`src/rtl/lap_chronometer_pkg.sv`:
```
// Shared state encoding, time-base constants and divisor helper for the lap chronometer.
package lap_chronometer_pkg;

  localparam int unsigned US_PER_S = 1000000;
  localparam int unsigned MS_PER_S = 1000;

  typedef enum logic [1:0] {
    ST_IDLE  = 2'd0,
    ST_RUN   = 2'd1,
    ST_PAUSE = 2'd2,
    ST_HALT  = 2'd3
  } chrono_state_e;

  function automatic int unsigned prescale_div(input int unsigned freq_in, input logic use_us);
    return use_us ? (freq_in / US_PER_S) : (freq_in / MS_PER_S);
  endfunction

endpackage

```
`src/rtl/lap_chronometer_lap_fifo.sv`:
```
// Synchronous lap-capture FIFO with a registered head word that holds its last value when empty.
module lap_fifo
  import lap_chronometer_pkg::*;
#(
  parameter int WIDTH = 10,
  parameter int DEPTH = 4
) (
  input  logic                         clk,
  input  logic                         reset,
  input  logic                         push,
  input  logic [WIDTH-1:0]             push_data,
  output logic                         full,
  input  logic                         pop,
  output logic                         valid,
  output logic [WIDTH-1:0]             head_data,
  output logic [$clog2(DEPTH+1)-1:0]   count
);

  localparam int AW = $clog2(DEPTH);
  localparam int CW = $clog2(DEPTH + 1);

  logic [WIDTH-1:0] mem_q [DEPTH];
  logic [WIDTH-1:0] mem_d [DEPTH];
  logic [AW-1:0]    wr_q, wr_d, rd_q, rd_d;
  logic [CW-1:0]    cnt_q, cnt_d;
  logic [WIDTH-1:0] head_q, head_d;
  logic             push_fire, pop_fire;

  assign valid     = (cnt_q != '0);
  assign full      = (cnt_q == CW'(DEPTH));
  assign pop_fire  = pop && valid;
  // A full FIFO still takes a push when the same cycle frees a slot.
  assign push_fire = push && (!full || pop_fire);

  assign head_data = head_q;
  assign count     = cnt_q;

  always_comb begin
    mem_d  = mem_q;
    wr_d   = wr_q;
    rd_d   = rd_q;
    cnt_d  = cnt_q;
    head_d = head_q;
    if (push_fire) begin
      mem_d[wr_q] = push_data;
      wr_d        = wr_q + 1'b1;
    end
    if (pop_fire) begin
      rd_d = rd_q + 1'b1;
    end
    case ({push_fire, pop_fire})
      2'b10:   cnt_d = cnt_q + 1'b1;
      2'b01:   cnt_d = cnt_q - 1'b1;
      default: cnt_d = cnt_q;
    endcase
    if (cnt_d != '0) begin
      head_d = mem_d[rd_d];
    end
  end

  always_ff @(posedge clk) begin
    if (reset) begin
      mem_q  <= '{default: '0};
      wr_q   <= '0;
      rd_q   <= '0;
      cnt_q  <= '0;
      head_q <= '0;
    end else begin
      mem_q  <= mem_d;
      wr_q   <= wr_d;
      rd_q   <= rd_d;
      cnt_q  <= cnt_d;
      head_q <= head_d;
    end
  end

endmodule

```
`src/rtl/lap_chronometer.sv`:
```
// Runtime-selectable us/ms chronometer with wrap or saturate counting and a lap-capture FIFO.
module lap_chronometer
  import lap_chronometer_pkg::*;
#(
  parameter int FREQ_IN            = 12000000,
  parameter int LIMIT_RECORD_TIMER = 1000,
  parameter int WRAP_MODE          = 0,
  parameter int LAP_DEPTH          = 4,
  localparam int CNT_W             = $clog2(LIMIT_RECORD_TIMER),
  localparam int LAP_CW            = $clog2(LAP_DEPTH + 1)
) (
  input  logic              clk,
  input  logic              resetChronometer,
  input  logic              enableTimmerCounter,
  input  logic              selectUnits,
  input  logic              clearTimer,
  input  logic              lapStrobe,
  input  logic              lapReady,
  output logic [CNT_W-1:0]  recordTimer,
  output logic              tick,
  output logic              overflow,
  output logic [CNT_W-1:0]  lapData,
  output logic              lapValid,
  output logic [LAP_CW-1:0] lapCount,
  output logic              lapDropped
);

  localparam int unsigned DIV_US = prescale_div(FREQ_IN, 1'b1);
  localparam int unsigned DIV_MS = prescale_div(FREQ_IN, 1'b0);
  localparam int          PW     = $clog2(DIV_MS + 1);

  localparam logic [PW-1:0]    LAST_US  = PW'(DIV_US - 1);
  localparam logic [PW-1:0]    LAST_MS  = PW'(DIV_MS - 1);
  localparam logic [CNT_W-1:0] LAST_CNT = CNT_W'(LIMIT_RECORD_TIMER - 1);

  chrono_state_e    state_q, state_d;
  logic [PW-1:0]    presc_q, presc_d;
  logic [CNT_W-1:0] count_q, count_d;
  logic             tick_q, tick_d;
  logic             ovf_q, ovf_d;
  logic             sel_q, sel_d;
  logic             dropped_q, dropped_d;

  logic unit_change, counting, presc_last, at_limit, tick_event;
  logic fifo_full;

  assign sel_d       = selectUnits;
  assign unit_change = (selectUnits != sel_q);
  assign counting    = (state_q == ST_RUN) && enableTimmerCounter && !clearTimer && !unit_change;
  assign presc_last  = (presc_q == (selectUnits ? LAST_US : LAST_MS));
  assign at_limit    = (count_q == LAST_CNT);
  assign tick_event  = counting && presc_last;

  always_ff @(posedge clk) begin
    if (resetChronometer) begin
      state_q <= ST_IDLE;
    end else begin
      state_q <= state_d;
    end
  end

  always_comb begin
    state_d = state_q;
    if (clearTimer) begin
      state_d = enableTimmerCounter ? ST_RUN : ST_IDLE;
    end else begin
      case (state_q)
        ST_IDLE:  if (enableTimmerCounter) state_d = ST_RUN;
        ST_RUN: begin
          if (tick_event && at_limit && (WRAP_MODE == 0)) state_d = ST_HALT;
          else if (!enableTimmerCounter)                  state_d = ST_PAUSE;
        end
        ST_PAUSE: if (enableTimmerCounter) state_d = ST_RUN;
        default:  state_d = state_q;
      endcase
    end
  end

  // A unit switch restarts the prescaler without issuing a tick; clear outranks everything.
  always_comb begin
    presc_d = presc_q;
    count_d = count_q;
    tick_d  = 1'b0;
    ovf_d   = ovf_q;
    if (clearTimer) begin
      presc_d = '0;
      count_d = '0;
      ovf_d   = 1'b0;
    end else if (unit_change) begin
      presc_d = '0;
    end else if (counting) begin
      if (presc_last) begin
        presc_d = '0;
        tick_d  = 1'b1;
        if (at_limit) begin
          ovf_d   = 1'b1;
          count_d = (WRAP_MODE != 0) ? '0 : count_q;
        end else begin
          count_d = count_q + 1'b1;
        end
      end else begin
        presc_d = presc_q + 1'b1;
      end
    end
  end

  assign dropped_d = dropped_q | (lapStrobe && fifo_full && !(lapValid && lapReady));

  always_ff @(posedge clk) begin
    if (resetChronometer) begin
      presc_q   <= '0;
      count_q   <= '0;
      tick_q    <= 1'b0;
      ovf_q     <= 1'b0;
      sel_q     <= 1'b0;
      dropped_q <= 1'b0;
    end else begin
      presc_q   <= presc_d;
      count_q   <= count_d;
      tick_q    <= tick_d;
      ovf_q     <= ovf_d;
      sel_q     <= sel_d;
      dropped_q <= dropped_d;
    end
  end

  lap_fifo #(
    .WIDTH (CNT_W),
    .DEPTH (LAP_DEPTH)
  ) u_lap_fifo (
    .clk       (clk),
    .reset     (resetChronometer),
    .push      (lapStrobe),
    .push_data (count_q),
    .full      (fifo_full),
    .pop       (lapReady),
    .valid     (lapValid),
    .head_data (lapData),
    .count     (lapCount)
  );

  assign recordTimer = count_q;
  assign tick        = tick_q;
  assign overflow    = ovf_q;
  assign lapDropped  = dropped_q;

endmodule

```
`config.mk`:
```
export PLATFORM = sky130hd
export DESIGN_NAME = lap_chronometer
export DESIGN_NICKNAME = d
export VERILOG_FILES = /design/src/rtl/lap_chronometer_pkg.sv /design/src/rtl/lap_chronometer_lap_fifo.sv /design/src/rtl/lap_chronometer.sv
export SDC_FILE = /design/constraint.sdc
export NUM_CORES = 1
export LEC_CHECK = 0
export CORE_UTILIZATION = 58
export DETAILED_ROUTE_END_ITERATION = 8
export PLACE_DENSITY = 0.83
export SYNTH_ARGS = -nofsm -noshare
export SYNTH_HDL_FRONTEND = slang
export SYNTH_HIERARCHICAL = 1
export SYNTH_SLANG_ARGS = --single-unit
```
`constraint.sdc`:
```
create_clock -name clk -period 4.1 [get_ports clk]
set_input_delay 0.82 -clock clk [delete_from_list [all_inputs] [get_ports clk]]
set_output_delay 0.82 -clock clk [all_outputs]
set_load 0.02 [all_outputs]
```
==> insert_results.sql <==
INSERT INTO impl_metrics (metric_group, metric, value, unit) VALUES
('timing', 'final-max-slew-violation-count', '0', ''),
('floorplanning', 'core_area', '6830', 'um^2'),
('cts', 'clk_pin_slew_worst_paths', '0.08', 'ns'),
('grt', 'antenna_found_initial', '0', ''),
('cts', 'cts_tree', 'yes', ''),
('detailed_routing', 'via_per_inst', '6.17', ''),
('setup_path', 'timing.setup.critical_path_class', 'in2reg', ''),
('synth', 'synth.net_count', '481', ''),
('setup_path', 'timing.critical_path.to_type', 'register', ''),
('setup_path', 'cp.required', '4.37', 'ns'),
('timing', 'hold_viol', '0', ''),
('detailed_routing', 'routed_wire_per_std_cell', '16.7', 'um'),
('floorplanning', 'floorplan.die.width', '86.2', 'um'),
('grt', 'grt_pass1_wl', '16200', 'um'),
('detailed_routing', 'vias_after_detailed_routing', '3630', ''),
('detailed_routing', 'finalWirelength', '9840', 'um'),
('detailed_routing', 'first_iter_violations', '370', ''),
('setup_path', 'startpoint_type', 'input pin', ''),
('placement', 'gpl.final_weighted_congestion', '0.838', ''),
('synth', 'synth-async-reset-ratio', '0', '%'),
('layout', 'post_route_cells_drive_above_1_share', '9.76', '%'),
('cts', 'clock_insertion_delay_worst_skew', '0.36', 'ns'),
('layout', 'nets', '503', ''),
('synth', 'most_common_flop_cell_mapped_by_yosys', 'sky130_fd_sc_hd__dfxtp_1', ''),
('synth', 'synth.ff_latch_count', '87', ''),
('cts', 'ctsLongestPathBuffers', '2', ''),
('synth', 'ys_warn_count', '6', ''),
('cts', 'numClockSinks', '87', ''),
('timing', 'fmax', '289', 'MHz'),
('grt', 'globalRouteOverflowTotal', '0', ''),
('floorplanning', 'die_height', '86.2', 'um'),
('setup_path', 'slowest_delay', '0.52', 'ns'),
('grt', 'grt_start_max_net_pins', '63', ''),
('layout', 'final_core_util', '67.8', '%'),
('timing', 'tightest_slew', '0.945', 'ns'),
('cts', 'h-tree-depth', '3', ''),
('detailed_routing', 'drt-pass1-iter-count', '5', ''),
('cts', 'ctsRootBufferMaster', 'sky130_fd_sc_hd__clkbuf_8', ''),
('floorplanning', 'start_util', '60.1', '%'),
('synth', 'synth.cell_area', '4110', 'um^2'),
('setup_path', 'worst-path-max-fanout', '20', ''),
('synth', 'synthDominantCellAreaShare', '42.4', '%'),
('grt', 'track_usage', '28.1', '%'),
('detailed_routing', 'final_antenna_net_count', '0', ''),
('synth', 'synth_largest_area_cell', 'sky130_fd_sc_hd__dfxtp_1', ''),
('power', 'cellLeakagePower', '1.56', 'nW'),
('floorplanning', 'fp.dieArea', '7430', 'um^2'),
('cts', 'post_cts.repair.setup_buffers', '0', ''),
('timing', 'final_period_minus_worst_setup_slack', '3.46', 'ns'),
('power', 'worst_ir_drop_vdd', '260', 'uV'),
('min_path', 'timing.hold.worst.class', 'reg2reg', ''),
('job', 'cap_viol_max_count', '0', ''),
('detailed_routing', 'drt_drc_violations_left', '0', ''),
('setup_path', 'cp_cell_sequence', 'clkdlybuf4s50_1 -> or4b_4 -> nand2_1 -> ha_1 -> inv_1 -> fa_1 -> xor2_1 -> or3_1 -> nand3_1 -> buf_4 -> nor2_1 -> a211oi_1', ''),
('layout', 'area_growth_syn_to_layout', '12.8', '%'),
('setup_path', 'critical_path_buf_inv_count', '3', ''),
('synth', 'synth_edf_count', '0', ''),
('cts', 'post_cts.resized_instances', '0', ''),
('setup_path', 'cp_slowest_cell', 'sky130_fd_sc_hd__or4b_4', ''),
('synth', 'synthMostInstantiatedCell', 'sky130_fd_sc_hd__dfxtp_1', ''),
('synth', 'synth-seq-area-share', '42.4', '%'),
('setup_path', 'worst_path_arrival_time', '3.72', 'ns'),
('synth', 'top_cells_by_instance_count_after_synthesis', 'sky130_fd_sc_hd__dfxtp_1, sky130_fd_sc_hd__nand3_1, sky130_fd_sc_hd__a21oi_1', ''),
('outcome', 'outcome', 'completed', ''),
('layout', 'antenna_cells_inserted', '0', ''),
('timing', 'grt_setup_unrepaired', 'no', ''),
('timing', 'finalSetupTns', '0', 'ns'),
('floorplanning', 'pin_count', '34', ''),
('timing', 'hold-worst-slack', '0.479', 'ns'),
('synth', 'synthesis.area_per_instance', '8.82', 'um^2'),
('synth', 'yosysUniqueCellTypes', '47', '');
## final cells by class
cell class / count / area (um^2)
clock buffers: 11 / 141
clock inverters: 4 / 22.5
fillers: 574 / 2200
inverters: 9 / 33.8
multi-input cells: 343 / 2210
flip-flops and latches: 87 / 1740
well taps: 96 / 120
repair buffers: 38 / 363
## report_power, final
group	switching [mW]	internal [mW]
clock	0.292	0.230
combinational	0.551	0.372
sequential	0.0638	0.905
## per-stage QoR
step                worst slack [ns]  std cells  cell area [um^2]
finish                         0.641        588              4630
global route                   0.482        588              4630
CTS                            0.652        588              4630
detailed placement             0.274        573              4470
global placement               0.443        573              4470
floorplan                      0.602        466              4110
## cells in the final DEF, fill, tap and decap left out, types with 2 or more instances in the layout
cell type and instances:
sky130_fd_sc_hd__and4_1 2, sky130_fd_sc_hd__o2111ai_2 10, sky130_fd_sc_hd__o31ai_1 4, sky130_fd_sc_hd__a211oi_1 11, sky130_fd_sc_hd__xor2_1 13, sky130_fd_sc_hd__or3_1 7
sky130_fd_sc_hd__o21ai_0 37, sky130_fd_sc_hd__dfxtp_1 87, sky130_fd_sc_hd__and3_1 4, sky130_fd_sc_hd__and2_1 5, sky130_fd_sc_hd__nand2_1 17, sky130_fd_sc_hd__ha_1 7
sky130_fd_sc_hd__nor2b_1 15, sky130_fd_sc_hd__or4_1 5, sky130_fd_sc_hd__nand4_1 15, sky130_fd_sc_hd__mux2_4 10, sky130_fd_sc_hd__nand2b_1 3, sky130_fd_sc_hd__nor3_1 7
sky130_fd_sc_hd__clkdlybuf4s50_1 32, sky130_fd_sc_hd__nor2_1 36, sky130_fd_sc_hd__a21oi_1 43, sky130_fd_sc_hd__clkinv_2 3, sky130_fd_sc_hd__xnor2_1 7, sky130_fd_sc_hd__o21a_1 3
sky130_fd_sc_hd__inv_1 9, sky130_fd_sc_hd__a22o_1 2, sky130_fd_sc_hd__nand3_1 60, sky130_fd_sc_hd__buf_4 5, sky130_fd_sc_hd__or2_2 3, sky130_fd_sc_hd__clkbuf_8 10
## registers in the layout (all words and copies together), names as in the netlist
| name | cells |
|---|---|
| u_lap_fifo/mem_q | 40 |
| lapDropped | 1 |
| u_lap_fifo/head_data | 10 |
| tick | 1 |
| overflow | 1 |
| u_lap_fifo/wr_q | 2 |
| u_lap_fifo/count | 3 |
| sel_q | 1 |
| u_lap_fifo/rd_q | 2 |
| recordTimer | 10 |
| presc_q | 14 |
| state_q | 2 |
## worst register-to-register path: stages, from the launching register on
cell	delay, ns
sky130_fd_sc_hd__dfxtp_1	0.42
sky130_fd_sc_hd__or4b_4	0.56
sky130_fd_sc_hd__nand2_1	0.15
sky130_fd_sc_hd__ha_1	0.20
sky130_fd_sc_hd__inv_1	0.06
sky130_fd_sc_hd__fa_1	0.38
sky130_fd_sc_hd__xor2_1	0.16
sky130_fd_sc_hd__or3_1	0.33
sky130_fd_sc_hd__nand3_1	0.09
sky130_fd_sc_hd__buf_4	0.22
sky130_fd_sc_hd__nor2_1	0.07
sky130_fd_sc_hd__a211oi_1	0.22
## metal layers
layer / up-vias / wire length (um) / GRT usage, % / part of all wire (%)
met4: 0 / 175 / 12.1 / 1.8
met5: - / 0 / 0 / 0
li1: 1746 / - / - / -
met2: 157 / 4540 / 43.9 / 46
met3: 16 / 608 / 6.38 / 6.2
met1: 1711 / 4520 / 37.6 / 46
## path summary, 6_finish.rpt
| path | end | cells after the start | startpoint | slack, ns |
|---|---|---|---|---|
| setup reg to reg | u_lap_fifo/head_data[6]$_SDFFE_PP0P_ | 11 | u_lap_fifo/count[0]$_SDFF_PP0_ | 1.15 |
| setup / recovery | u_lap_fifo/head_data[6]$_SDFFE_PP0P_ | 12 | lapReady | 0.64 |
| hold / removal | overflow$_SDFFE_PP0P_ | 1 | overflow$_SDFFE_PP0P_ | 0.48 |
| hold reg to reg | overflow$_SDFFE_PP0P_ | 1 | overflow$_SDFFE_PP0P_ | 0.48 |
## cell families (layout without fill, tap and decap cells)
family	Yosys count	count (layout)	share of synthesized area, %
buffers and inverters	36	62	3.96
adder cells (fa/ha/maj)	8	8	2.62
XOR/XNOR	20	20	4.26
AO/OA/AOI/OAI	116	116	18.4
AND/OR/NAND/NOR	188	188	24.5
multiplexers	11	11	3.90
flip-flops	87	87	42.4
No activity file was read; power rests on OpenSTA's default activity.
==> variant, RTL diff (config.mk and constraints unchanged) <==
Re-encode `chrono_state_e` (4 states) as Gray code, 2 bits wide.
--- a/src/rtl/lap_chronometer_pkg.sv
+++ b/src/rtl/lap_chronometer_pkg.sv
@@ -5,10 +5,10 @@
   localparam int unsigned MS_PER_S = 1000;
 
   typedef enum logic [1:0] {
-    ST_IDLE  = 2'd0,
-    ST_RUN   = 2'd1,
-    ST_PAUSE = 2'd2,
-    ST_HALT  = 2'd3
+    ST_IDLE  = 2'b00,
+    ST_RUN   = 2'b01,
+    ST_PAUSE = 2'b11,
+    ST_HALT  = 2'b10
   } chrono_state_e;
 
   function automatic int unsigned prescale_div(input int unsigned freq_in, input logic use_us);
Check against the original RTL: no difference found for any inputs over 10 cycles, from zero or initial values and one cycle with resetChronometer high; not proved beyond that.
==> variant against the unedited design <==
Sequential share of layout area shrank 0.65 points. Sequential cell count did not move. Worst setup slack improved by 0.0056 ns. Utilization is 0.81 points higher. Routed wire length down 0.63%. Design area rose by 1.8%. Power is 2.4% higher. Die area is 1.9% higher. First-iteration DRC count is 1.1% lower. Synthesized area is 2.0% higher. Critical path depth is the same. Clock skew increased by 0.0064 ns. Final cell count is 2.0% higher. Critical path type unchanged. Largest cell class unchanged.
==> variant: results (changes against the unedited design) <==
* Sequential element share of the synthesized area at 41.6% (-0.82 points)
* Gr usage total at 27.8% (-0.32 points)
* Vias in the first global route at 3,359 (-1.4%)
* Multi-In Gates at 351 (+2.3%)
* Highest metal used: met4
* Final Skew at 0.0139 ns (+0.00639 ns)
* Synth top area cells: dfxtp_1, nand3_1, a21oi_1
* GP Congestion at 0.848 (+1.1%)
* Library cells used by synthesis at 49 (+4.3%)
* Placed cell count at 584 (+1.9%)
* First-pass GRT wire length at 16.3 mm (+0.81%)
* Sw Ratio at 37.8% (+0.21 points)
* GRT met1 Usage at 37.5% (-0.091 points)
* Routed wire length on met2 at 4.58 mm (+0.99%)
* Met2 usage at 43.4% (-0.49 points)
* Combinational share of power at 37.6% (-0.6 points)
* Clock Buffer Count at 11 (unchanged)
* Filler Cell Count at 576 (+0.35%)
* Final non-filler cell total at 600 (+2.0%)
* Post-synth top cells: dfxtp_1, nand3_1, a21oi_1
* Overall Power at 0.00247 W (+2.4%)
* Clock power share at 23.2% (+1.5 points)
* Non-CTS buffers at 37 (-2.6%)
* M3 GR Usage at 7.01% (+0.63 points)
* DP Wirelength at 6.43 mm (-4.0%)
* Layout cell share with drive strength beyond 1 at 9.52% (-0.23 points)
* Mapped Cells at 481 (+3.2%)
* Seq area share at 36.9% (-0.65 points)
* Arr. time, crit path at 3.71 ns (about the same)
* Buffering overhead at 7.54% (-0.29 points)
* Initial DRC Count at 366 (-1.1%)
* Relative slew slack at 26.5% (-10 points)
* Met1 WL at 4.47 mm (-1.2%)
* FF-to-FF setup slack at 1.18 ns (+0.03 ns)
* Total number of vias at 3,729 (+2.7%)
* WL/cell at 16.3 µm (-2.6%)
* Outcome: completed
* DR WL met3 at 581 µm (-4.4%)
* ClkCell Share at 4.03% (+0.50 points)
* Nets at 515 (+2.4%)
* Reg-to-Reg End: u_lap_fifo/head_data[0]
* Minimum hold slack at 0.479 ns (+0.000882 ns)
* R2R Path Start: u_lap_fifo/count[0]
==> variant: changes by cell type after synthesis, sizes merged, moves of 3 or more <==
| cell | before | now |
|---|---|---|
| and3 | 5 | 2 |
| inv | 9 | 13 |
| nand4 | 15 | 20 |
| nor3 | 7 | 4 |
| or4b | 1 | 4 |
==> variant: cells by family after synthesis <==
family          synth area share, %
fa+ha+maj                      2.87
mux                            3.82
simple gates                   24.5
compound gates                 18.3
xor+xnor                       4.18
flops                          41.6
buf+inv                        4.69
==> variant: stage by stage <==
| stage | instance area, µm² | setup slack (ns) | util [%] |
|---|---|---|---|
| after global placement | 4520 | 0.406 | 65.9 |
| after floorplan | 4190 | 0.602 | - |
| after global routing | 4710 | 0.419 | 68.6 |
| final | 4710 | 0.647 | 68.6 |
| after CTS | 4710 | 0.646 | 68.6 |
| after detailed placement | 4520 | 0.282 | 65.9 |
